$ cat src/rtl/ebus_dev_responder.sv
// EBUS device responder: decodes CONO/CONI/DATAO/DATAI for one select code, xfer two clocks after demand.
// Side effects land once on the ACT->XFER edge; the output buffer holds BUSY until the core takes it.
module ebus_dev_responder #(
    parameter logic [6:0] DEV_NUM = 7'o0,
    parameter int         FUNC_W  = 3
) (
    input  logic              clk,
    input  logic              RESET,
    input  logic [6:0]        ebus_cs,
    input  logic [FUNC_W-1:0] ebus_func,
    input  logic              ebus_demand,
    input  logic [35:0]       ebus_data_in,
    output logic [35:0]       ebus_data_out,
    output logic              ebus_data_oe,
    output logic              ebus_xfer,
    output logic [6:0]        ebus_pi,
    output logic [35:0]       dev_out_data,
    output logic              dev_out_valid,
    input  logic              dev_out_ready,
    input  logic [35:0]       dev_in_data,
    input  logic              dev_in_valid
);
    typedef enum logic [1:0] {IDLE, ACT, XFER, WAIT_DROP} state_t;

    localparam logic [FUNC_W-1:0] F_CONO  = FUNC_W'(0);
    localparam logic [FUNC_W-1:0] F_CONI  = FUNC_W'(1);
    localparam logic [FUNC_W-1:0] F_DATAO = FUNC_W'(2);
    localparam logic [FUNC_W-1:0] F_DATAI = FUNC_W'(3);

    state_t            state_q, state_d;
    logic [FUNC_W-1:0] func_q, func_d;
    logic [6:0]        cs_q, cs_d;
    logic [35:0]       data_q, data_d;
    logic              err_q, err_d, done_q, done_d, busy_q, busy_d;
    logic              valid_q, valid_d, need_low_q, need_low_d;
    logic [2:0]        pia_q, pia_d;
    logic [35:0]       obuf_q, obuf_d, ibuf_q, ibuf_d, rd_q, rd_d;
    logic              oe_q, oe_d, xfer_q, xfer_d;
    logic [6:0]        pi_q, pi_d;

    logic        sel, fire, is_cono, is_coni, is_datao, is_datai, hs;
    logic        done_set, done_clr, err_set, err_clr;
    logic [35:0] status;

    always_comb begin
        sel = ebus_demand && !need_low_q && (ebus_cs == DEV_NUM) && (ebus_func <= F_DATAI);
        state_d = state_q;
        func_d  = func_q;
        cs_d    = cs_q;
        data_d  = data_q;
        unique case (state_q)
            IDLE: if (sel) begin
                state_d = ACT;
                func_d  = ebus_func;
                cs_d    = ebus_cs;
                data_d  = ebus_data_in;
            end
            ACT:       state_d = ebus_demand ? XFER : WAIT_DROP;
            XFER:      if (!ebus_demand) state_d = WAIT_DROP;
            WAIT_DROP: state_d = IDLE;
            default:   state_d = IDLE;
        endcase
        need_low_d = need_low_q && ebus_demand;

        // The side effect fires on the ACT edge even if demand already fell.
        fire     = (state_q == ACT) && (cs_q == DEV_NUM);
        is_cono  = fire && (func_q == F_CONO);
        is_coni  = fire && (func_q == F_CONI);
        is_datao = fire && (func_q == F_DATAO);
        is_datai = fire && (func_q == F_DATAI);
        hs       = valid_q && dev_out_ready;

        // Bit 35-n here is EBUS bit n (EBUS numbers bit 0 as the MSB).
        done_set = (is_cono && data_q[3]) || hs || dev_in_valid;
        done_clr = (is_cono && data_q[4]) || is_datai;
        err_set  = (is_datao && busy_q) || (dev_in_valid && done_q);
        err_clr  = is_cono && data_q[5];
        done_d   = done_set || (done_q && !done_clr);
        err_d    = err_set || (err_q && !err_clr);
        pia_d    = is_cono ? data_q[2:0] : pia_q;

        busy_d  = busy_q;
        valid_d = valid_q;
        if (is_datao) begin
            busy_d  = 1'b1;
            valid_d = 1'b1;
        end else if (hs) begin
            busy_d  = 1'b0;
            valid_d = 1'b0;
        end
        obuf_d = is_datao ? data_q : obuf_q;
        ibuf_d = dev_in_valid ? dev_in_data : ibuf_q;

        status = {30'd0, err_q, done_q, busy_q, pia_q};
        rd_d = '0;
        oe_d = 1'b0;
        if ((state_q == ACT) && ebus_demand && (is_coni || is_datai)) begin
            oe_d = 1'b1;
            rd_d = is_coni ? status : ibuf_q;
        end else if ((state_q == XFER) && ebus_demand) begin
            oe_d = oe_q;
            rd_d = rd_q;
        end
        xfer_d = (state_d == XFER);

        pi_d = '0;
        for (int l = 1; l <= 7; l++) begin
            pi_d[7-l] = (done_q || err_q) && (pia_q == 3'(l));
        end
    end

    always_ff @(posedge clk) begin
        if (RESET) begin
            state_q    <= IDLE;
            func_q     <= '0;
            cs_q       <= '0;
            data_q     <= '0;
            err_q      <= 1'b0;
            done_q     <= 1'b0;
            busy_q     <= 1'b0;
            valid_q    <= 1'b0;
            pia_q      <= '0;
            obuf_q     <= '0;
            ibuf_q     <= '0;
            rd_q       <= '0;
            oe_q       <= 1'b0;
            xfer_q     <= 1'b0;
            pi_q       <= '0;
            need_low_q <= ebus_demand;
        end else begin
            state_q    <= state_d;
            func_q     <= func_d;
            cs_q       <= cs_d;
            data_q     <= data_d;
            err_q      <= err_d;
            done_q     <= done_d;
            busy_q     <= busy_d;
            valid_q    <= valid_d;
            pia_q      <= pia_d;
            obuf_q     <= obuf_d;
            ibuf_q     <= ibuf_d;
            rd_q       <= rd_d;
            oe_q       <= oe_d;
            xfer_q     <= xfer_d;
            pi_q       <= pi_d;
            need_low_q <= need_low_d;
        end
    end

    assign ebus_data_out = rd_q;
    assign ebus_data_oe  = oe_q;
    assign ebus_xfer     = xfer_q;
    assign ebus_pi       = pi_q;
    assign dev_out_data  = obuf_q;
    assign dev_out_valid = valid_q;
endmodule

$ cat config.mk
export PLATFORM = sky130hd
export DESIGN_NAME = ebus_dev_responder
export DESIGN_NICKNAME = d
export VERILOG_FILES = /design/src/rtl/ebus_dev_responder.sv
export SDC_FILE = /design/constraint.sdc
export NUM_CORES = 1
export LEC_CHECK = 0
export ABC_AREA = 1
export CAP_MARGIN = 20
export CORE_MARGIN = 1
export CORE_UTILIZATION = 52
export CTS_CLUSTER_DIAMETER = 80
export DETAILED_ROUTE_END_ITERATION = 10
export HOLD_SLACK_MARGIN = 0.08
export MAX_ROUTING_LAYER = met4
export PLACE_DENSITY = 0.82
export SETUP_SLACK_MARGIN = 0.02
export SLEW_MARGIN = 0
export SYNTH_ARGS = -nofsm -noshare
export SYNTH_HDL_FRONTEND = slang
export SYNTH_SLANG_ARGS = --single-unit
$ cat constraint.sdc
create_clock -name clk -period 2.4 [get_ports clk]
set_input_delay 0.48 -clock clk [delete_from_list [all_inputs] [get_ports clk]]
set_output_delay 0.48 -clock clk [all_outputs]
set_load 0.005 [all_outputs]
; After elaboration in Yosys (flattened, before gate mapping)
; Index checks and enable logic that the tools add are counted.
[word_totals]
output_inout_bits = 82
reg_bits = 172
inputBits = 87
[classes]
reduce_logical = 44
eq_ne = 15
n_mux = 12
order_cmp = 1
[op_table]
columns = cell, n
row1 = two-way mux 36 bit, 3
row2 = logical AND 1 bit, 27
row3 = zero test 7 bit, 2
row4 = == test 3 x 2 -> 1 bit (second input constant), 4
row5 = == test 3 bit (second input constant), 4
row6 = logical OR 1 bit, 8
row7 = one-hot mux 2 bit (4 select lines), 1
row8 = == test 2 bit (second input constant), 3
row9 = == test 3 x 1 -> 1 bit (second input constant), 2
row10 = two-way mux 1 bit, 6
row11 = two-way mux 2 bit, 2
row12 = <= comparator 3 x 2 -> 1 bit (second input constant), 1
row13 = zero test 1 bit, 3
row14 = zero test 3 bit, 1
row15 = == test 2 x 1 -> 1 bit (second input constant), 1
row16 = zero test 2 bit, 1
row17 = inequality test 2 bit (second input constant), 1
row18 = AND reduction 2 bit, 1
row19 = nonzero test 2 bit, 1

; Longest topological paths before layout
; Gate-level depths: netlist (run 1).
[logic_depth]
word_depth = 8
ltp_mapped = 11

; Worst setup path before layout (run 1)
; No wires, ideal clock.
[synth_timing]
path_kind = reg2reg
startpoint = register state_q[1]
endpoint = register obuf_q[10] (netlist: dev_out_data[10])
path_stages_with_launch = 11
required_ns = 2.268
n_path_buf = 1
setup_time_ns = 0.132
arrival_time_ns = 1.364
path_slack_ns = 0.904
path_cell_list = dfxtp_1 > inv_1 > ha_1 > inv_1 > nor2_1 > nand2_1 > nor2_4 > nand2_1 > buf_2 > nand2_1 > a21oi_1
[synth_via]
elab_chain_cells = 3
[synth_rtl]
columns = element, line
row1 = from (decl), 30  ; state_t state_q, state_d;
row2 = from (signal assigned), 131  ; state_q <= state_d;
row3 = == test 2 x 1 -> 1 bit, 66  ; fire = (state_q == ACT) && (cs_q == DEV_NUM);
row4 = logical AND 1 bit, 66
row5 = logical AND 1 bit, 69  ; is_datao = fire && (func_q == F_DATAO);
row6 = to (signal assigned), 140  ; obuf_q <= obuf_d;
row7 = to (decl), 37  ; logic [35:0] obuf_q, obuf_d, ibuf_q, ibuf_d, rd_q, rd_d;
; Every way passes these cells.
; A chain may end at the register's enable or synchronous reset.

; Final worst setup path (run 1)
[layout_timing]
startpoint = register valid_q (netlist: dev_out_valid)
endpoint = output dev_out_valid
[layout_rtl]
columns = element, line
row1 = from (decl), 35  ; logic valid_q, valid_d, need_low_q, need_low_d;
row2 = from (signal assigned), 138  ; valid_q <= valid_d;
row3 = to (decl), 18  ; output logic dev_out_valid,
; No word-level cell between the ends.

==> results by group, run 1 <==
Clock network
  • Insertion delay to the later sink of the worst-skew pair: 0.42 ns
  • Worst-case clock buffer depth: 2
  • Level count of the clock H-tree: 4
  • Number of sinks on the clock net: 172
  • Post-cts sizing count: 0
  • Hold-fix buffers at CTS: 0
  • CTS buffer count: 17
  • Setup Buffers After CTS: 0
  • Clock root buffer: sky130_fd_sc_hd__clkbuf_16
  • Clock tree from TritonCTS: done
  • Clock input transition at the sequential cells of the worst setup and hold paths: 0.06 ns

Pwr
  • Pwr/cell area: 664.1 mW/mm2
  • Peak VDD IR: 0.3855 mV
  • Leakage power figure: 3.649 nW

Cells and area
  • Final non-filler cell area: 0.008842 mm2
  • Count of non-filler cells in the finished layout: 1,198
  • Share of cells above drive strength 1: 0.05146
  • # fillers: 982
  • Total Nets Final: 1,108
  • Synth-to-layout area growth: 37.14%
  • Antenna diodes: 0

GRT
  • Total congestion overflow after global routing: 0
  • First-pass GRT wire length: 25,450 um
  • Vias in the first global route: 5,455
  • All-Layer GR Usage: 0.2575
  • Largest net degree at the start of global routing: 80
  • Number of antenna violations at the first check in global routing: 0

Place
  • Count of buffers inserted at the top-level ports: 168
  • Number of placed instances with taps included: 1,166
  • Area after DPL: 0.008270 mm2
  • Detailed placer's ending HPWL: 10,000 um
  • Pre-CTS setup slack: 0.3265 ns
  • Routability congestion estimate: 0.7509

Die
  • Die Y-Extent: 113.4 um
  • X dimension of the die: 113.4 um
  • Core Rows: 40
  • Core area: 0.01206 mm2
  • Starting density of the core: 0.5345
  • I/O pin cnt: 169
  • Die area: 0.01285 mm2

Status
  • Run status: completed

Worst setup path
  • Worst Path Arrival: 1.40 ns
  • Sum of buffers and inverters on the critical path: 1
  • Type of element launching the critical path: flip-flop
  • Capturing element type of the critical path: primary output
  • Origin of the critical flop-to-flop path: state_q[1]$_SDFF_PP0_
  • Kind of cell adding the most delay to the critical path: buffers and inverters
  • Maximum fanout along the worst path: 5
  • Slack of the worst reg-to-reg path: 0.54 ns
  • Crit Path Category: flip-flop to primary output
  • Delay of the slowest cell on the worst path: 0.58 ns
  • Crit path max-delay cell type: sky130_fd_sc_hd__clkdlybuf4s50_1
  • List of cells traversed by the critical path: clkdlybuf4s50_1
  • Required time of the critical path: 1.92 ns
  • Worst r2r path cells: 11
  • Capture point of the worst reg-to-reg path: ebus_data_out[1]$_SDFFE_PP0P_

Route
  • Drt via density: 4.916
  • Number of design-rule violations left by the first detailed-router iteration: 443
  • Final ANT Viol Nets: 0
  • Total routed wirelength: 15,590 um
  • Number of vias after detailed routing: 5,889
  • Number of iterations in the first detailed-routing pass: 5
  • Average wire per standard cell: 13.02 um
  • Number of remaining DRC errors: 0

Logic synthesis
  • Synthesized netlist cell count: 869
  • Syn_nets: 960
  • Synthesized area per cell: 7.419 um2
  • Number of warnings issued by yosys: 0
  • Yosys cell types: 19
  • Proportion of synthesized chip area in sequential cells: 0.5341
  • Register bit total from synthesis: 172
  • Synthesized cell area: 0.006447 mm2

STA
  • Total negative slack: 0 ns
  • Measured slew at the worst slew-check pin: 0.8768 ns
  • RSZ-0062 raised after global routing: no
  • Number of failing hold endpoints at the final stage: 0
  • Crit share post-route: 0.7835
  • Achievable clock frequency: 531.8 MHz
  • Final setup violation count: 0
  • Post-route minimum period: 1.880 ns
  • Max-slew violation count: 0
  • Least setup slack across all paths after layout: 0.5195 ns
  • Relative slew slack: 0.4155
  • Layout Skew: 0.005091 ns

Min path
  • Path type of the worst min-delay path: flip-flop to flip-flop
  • End of the worst hold path: ibuf_q[2]$_SDFFE_PP0P_
  • Cell count of the worst hold path: 2
  • Worst Min Path Start: ibuf_q[2]$_SDFFE_PP0P_

Run
  • Max-cap violations: 0
[synthesized netlist by cell type (all sizes together)]
cell | instances | area share
a21oi | 87 | 0.068
buf | 28 | 0.022
clkbuf | 27 | 0.016
dfxtp | 172 | 0.53
ha | 4 | 0.0078
inv | 70 | 0.041
nand2 | 176 | 0.10
nand3 | 89 | 0.069
nor2 | 168 | 0.10
nor3 | 4 | 0.0039
o21a | 3 | 0.0035
o21ai | 40 | 0.031
or2 | 1 | 0.00097
[cell families (layout without fill, tap and decap cells)]
logic type               count (synthesis)  count (layout)  synth area share
AND/OR/NAND/NOR                        438             438            0.2777
buffers and inverters                  125             286           0.07840
flip-flops                             172             172            0.5341
adder cells (fa/ha/maj)                  4               4          0.007763
AO/OA/AOI/OAI                          130             130            0.1021
[stage by stage]
stage	power (mW)	hold slack [ns]	utilization
after floorplan	3.090	0.4283	-
after global placement	3.268	0.4411	0.6857
after detailed placement	3.274	0.4460	0.6857
after CTS	5.897	0.4548	0.7331
after global routing	6.073	0.4686	0.7331
final	5.872	0.4534	0.7331
[power by group]
part / internal [mW] / leakage [nW] / switching (mW)
Combinational: 0.162 / 1.97 / 0.130
Sequential: 2.90 / 1.40 / 0.0203
Clock: 1.60 / 0.288 / 1.05
Total: 4.67 / 3.65 / 1.20
[sequential cells by signal, indices dropped and copies added, names as in the netlist]
signal and count:
ebus_data_out 36, need_low_q 1, cs_q 7, state_q 2
pia_q 3, ebus_xfer 1, done_q 1, ebus_data_oe 1
dev_out_valid 1, ebus_pi 7, err_q 1, data_q 36
func_q 3, dev_out_data 36, ibuf_q 36
[metal layers]
layer | track usage | wire length, um | up-vias | part of all wire
met5 | - | 0 | - | 0
met4 | 0.09211 | 244 | 0 | 0.016
met3 | 0.06106 | 965 | 20 | 0.062
met2 | 0.4151 | 7452 | 187 | 0.48
met1 | 0.3154 | 6930 | 2655 | 0.44
li1 | - | - | 3027 | -
[cell usage in the layout, fill, tap and decap left out, drive strengths merged, types with 2 or more instances in the layout]
master,Yosys,layout
dfxtp,172,172
nand2,176,176
nor2,168,168
nand3,89,89
clkinv,0,6
inv,70,70
clkdlybuf4s50,0,167
a21oi,87,87
clkbuf,27,24
o21a,3,3
bufinv,0,2
buf,28,17
o21ai,40,40
ha,4,4
nor3,4,4
[area by class of cell]
cell class              count  area [um2]  share of cell area
clock buffers              24       481.7             0.05448
clock inverters             8       90.09             0.01019
inverters                  70       262.8             0.02972
multi-input cells         572        2507              0.2836
flip-flops and latches    172        3443              0.3894
well taps                 168       210.2             0.02377
repair buffers            184        1847              0.2089
[worst max-delay path by stage]
| stage | slack, ns | cells after the start | endpoint | from |
|---|---|---|---|---|
| 6_report | 0.52 | 1 | dev_out_valid | dev_out_valid$_SDFFE_PP0P_ |
| 5_1_grt | 0.30 | 11 | ebus_data_out[0]$_SDFFE_PP0P_ | state_q[1]$_SDFF_PP0_ |
| 4_1_cts | 0.51 | 1 | dev_out_valid | dev_out_valid$_SDFFE_PP0P_ |
| 3_5_place_dp | 0.33 | 7 | data_q[26]$_SDFFE_PP0P_ | ebus_demand |
| 3_3_place_gp | 0.37 | 7 | func_q[0]$_SDFFE_PP0P_ | ebus_demand |
| 2_1_floorplan | 0.90 | 10 | dev_out_data[10]$_SDFFE_PP0P_ | state_q[1]$_SDFF_PP0_ |
Power figures use the tool's default switching activity.
==> inputs of run 2 (changes only) <==
Settings changed: CORE_UTILIZATION 52 to 44, PLACE_DENSITY 0.82 to 0.73.
Clock period 2.4 ns to 1.5 ns, I/O delays scaled along.
==> results by group, run 2 (same netlist as run 1, synthesis figures left out) <==
Cells and area
  • Antenna diodes: 0 (unchanged)
  • Synth-to-layout area growth: 49.25%
  • Area of combinational cells with multiple inputs: 0.002736 mm2 (+9.1%)
  • Final non-filler cell area: 0.009623 mm2 (+8.8%)
  • Total Nets Final: 1,145 (+3.3%)
  • Share of cells above drive strength 1: 0.1500 (+0.09850)
  • Most common cell after layout, fill and taps aside: sky130_fd_sc_hd__nand2_1
  • # fillers: 1,211 (+23%)
  • Area taken by flip-flops and latches: 0.003467 mm2 (+0.69%)
  • Leading cell types in the layout, fill and taps excluded: 161 x sky130_fd_sc_hd__nand2_1, 156 x sky130_fd_sc_hd__nor2_1, 153 x sky130_fd_sc_hd__dfxtp_1

Route
  • Drt via density: 4.889 (-0.54%)
  • Number of vias after detailed routing: 6,097 (+3.5%)
  • Final ANT Viol Nets: 0 (unchanged)
  • Total routed wirelength: 17,860 um (+15%)
  • Number of design-rule violations left by the first detailed-router iteration: 322 (-27%)
  • Average wire per standard cell: 14.32 um (+10%)
  • Number of remaining DRC errors: 0 (unchanged)
  • Number of iterations in the first detailed-routing pass: 4 (-1)

Pwr
  • Power Internal: 7.759 mW (+66%)
  • Net Sw Frac: 0.2057 (+0.0006499)
  • Pwr/cell area: 1015 mW/mm2 (+53%)
  • Sequential cell fraction of total power: 0.479 (-0.019)
  • Sw Pwr: 2.010 mW (+67%)
  • Share of power burned in combinational logic: 0.050 (about the same)
  • Leakage power figure: 4.485 nW (+23%)
  • Portion of total power attributed to the clock network: 0.471 (+0.018)
  • Peak VDD IR: 0.7975 mV (+110%)

Clock network
  • Insertion delay to the later sink of the worst-skew pair: 0.42 ns (about the same)
  • Number of sinks on the clock net: 172 (unchanged)
  • Level count of the clock H-tree: 4 (unchanged)
  • Worst-case clock buffer depth: 2 (unchanged)
  • Hold-fix buffers at CTS: 0 (unchanged)
  • Clock input transition at the sequential cells of the worst setup and hold paths: 0.06 ns (about the same)
  • CTS buffer count: 17 (unchanged)
  • Clock root buffer: sky130_fd_sc_hd__clkbuf_16
  • Clock tree from TritonCTS: done

STA
  • Layout Skew: 0.008581 ns (+0.003490 ns)
  • Relative slew slack: 0.6425 (+0.2271)
  • Final setup violation count: 78 (+78)
  • Measured slew at the worst slew-check pin: 0.5321 ns (-0.3447 ns)
  • Crit share post-route: 1.113
  • Least setup slack across all paths after layout: -0.1689 ns (-0.6884 ns)
  • Number of failing hold endpoints at the final stage: 0 (unchanged)
  • Achievable clock frequency: 599.2 MHz
  • Post-route minimum period: 1.669 ns
  • Max-slew violation count: 0 (unchanged)
  • WHS: 0.3660 ns (-0.08738 ns)
  • RSZ-0062 raised after global routing: yes

GRT
  • Total congestion overflow after global routing: 0 (unchanged)
  • Vias in the first global route: 5,560 (+1.9%)
  • All-Layer GR Usage: 0.2294 (-0.02809)
  • Number of antenna violations at the first check in global routing: 0 (unchanged)
  • Largest net degree at the start of global routing: 41 (-49%)
  • First-pass GRT wire length: 26,150 um (+2.7%)

Worst setup path
  • Slack of the worst reg-to-reg path: -0.17 ns (-0.71 ns)
  • Capture point of the worst reg-to-reg path: ebus_data_out[12]$_SDFFE_PP0P_
  • CP endpoint: ebus_data_out[12]$_SDFFE_PP0P_
  • First element of the critical path: state_q[1]$_SDFF_PP0_
  • Type of element launching the critical path: flip-flop
  • Capturing element type of the critical path: flip-flop
  • Origin of the critical flop-to-flop path: state_q[1]$_SDFF_PP0_
  • List of cells traversed by the critical path: inv_2 -> ha_4 -> inv_2 -> nor2_2 -> nand2_2 -> nor2_4 -> nand2_4 -> nor2_4 -> clkbuf_16 -> nand2_1 -> a21oi_1
  • Crit path max-delay cell type: sky130_fd_sc_hd__dfxtp_2
  • Worst r2r path cells: 11 (unchanged)
  • Maximum fanout along the worst path: 15 (+10)
  • Worst Path Arrival: 2.01 ns (+0.61 ns)
  • Crit Path Category: flip-flop to flip-flop
  • Required time of the critical path: 1.84 ns (-0.08 ns)
  • Delay of the slowest cell on the worst path: 0.33 ns (-0.25 ns)

Die
  • Core area: 0.01410 mm2 (+17%)
  • I/O pin cnt: 169 (unchanged)
  • Core Rows: 43 (+7.5%)
  • Die area: 0.01514 mm2 (+18%)
  • X dimension of the die: 123.1 um (+8.6%)
  • Starting density of the core: 0.4574 (-0.07715)
  • Die Y-Extent: 123.1 um (+8.6%)

Place
  • Detailed placer's ending HPWL: 10,600 um (+5.9%)
  • Area after DPL: 0.008513 mm2 (+2.9%)
  • Routability congestion estimate: 0.7668 (+2.1%)
  • Pre-CTS setup slack: -0.2878 ns (-0.6143 ns)
  • Count of buffers inserted at the top-level ports: 168 (unchanged)

Status
  • Violations in the final reports: negative setup slack
  • Run status: complete, but fails checks

Run
  • Max-cap violations: 0 (unchanged)

Min path
  • Path type of the worst min-delay path: input port to flip-flop
## run 2: routing by layer
| metal | part of all wire | track usage |
|---|---|---|
| met5 | 0 | - |
| met2 | 0.47 | 0.3596 |
| met1 | 0.43 | 0.2750 |
| met3 | 0.081 | 0.06965 |
| met4 | 0.022 | 0.09337 |
## run 2: stage by stage
stage                     instances  power, mW  TNS, ns    util
after floorplan                 869      4.944        0       -
after global placement         1196      5.251   -18.28  0.6039
after detailed placement       1196      5.254   -21.31  0.6039
after CTS                      1235      9.824   -4.866  0.6543
after global routing           1247      10.11   -14.19  0.6827
final                          1247      9.769   -7.498  0.6827
## run 2: power groups by stage
| stage | clock network, mW | registers [mW] | logic (mW) |
|---|---|---|---|
| 6_report | 4.60 | 4.68 | 0.491 |
| 2_1_floorplan | 0 | 4.77 | 0.177 |
| 3_3_place_gp | 0 | 4.77 | 0.477 |
| 5_1_grt | 4.89 | 4.69 | 0.539 |
| 4_1_cts | 4.67 | 4.67 | 0.484 |
| 3_5_place_dp | 0 | 4.78 | 0.478 |
## run 2: critical path: cells and delay by family (launching register included)
family	cells	cell delay, ns
AO/OA/AOI/OAI	1	0.12
AND/OR/NAND/NOR	6	0.68
adder cells (fa/ha/maj)	1	0.13
flip-flops	1	0.33
buffers and inverters	3	0.32
## run 2: layout make-up
type / count / share of cell area
repair buffers: 221 / 0.2390
inverters: 70 / 0.02730
well taps: 180 / 0.02340
flip-flops and latches: 172 / 0.3603
clock inverters: 9 / 0.01391
clock buffers: 23 / 0.05175
multi-input cells: 572 / 0.2844
## run 2: timing repair
action,in CTS,in global routing
setup endpoints to repair,160,118
resized for setup,117,55
buffers inserted,4,6
cloned,3,9
pin swaps,2,9
## run 2: worst min-delay path by stage
stage | start | endpoint | depth (start not counted)
6_report | RESET | data_q[0]$_SDFFE_PP0P_ | 5
2_1_floorplan | need_low_q$_DFF_P_ | need_low_q$_DFF_P_ | 2
5_1_grt | RESET | data_q[0]$_SDFFE_PP0P_ | 5
4_1_cts | RESET | data_q[0]$_SDFFE_PP0P_ | 5
3_5_place_dp | cs_q[2]$_SDFFE_PP0P_ | cs_q[2]$_SDFFE_PP0P_ | 2
3_3_place_gp | need_low_q$_DFF_P_ | need_low_q$_DFF_P_ | 2
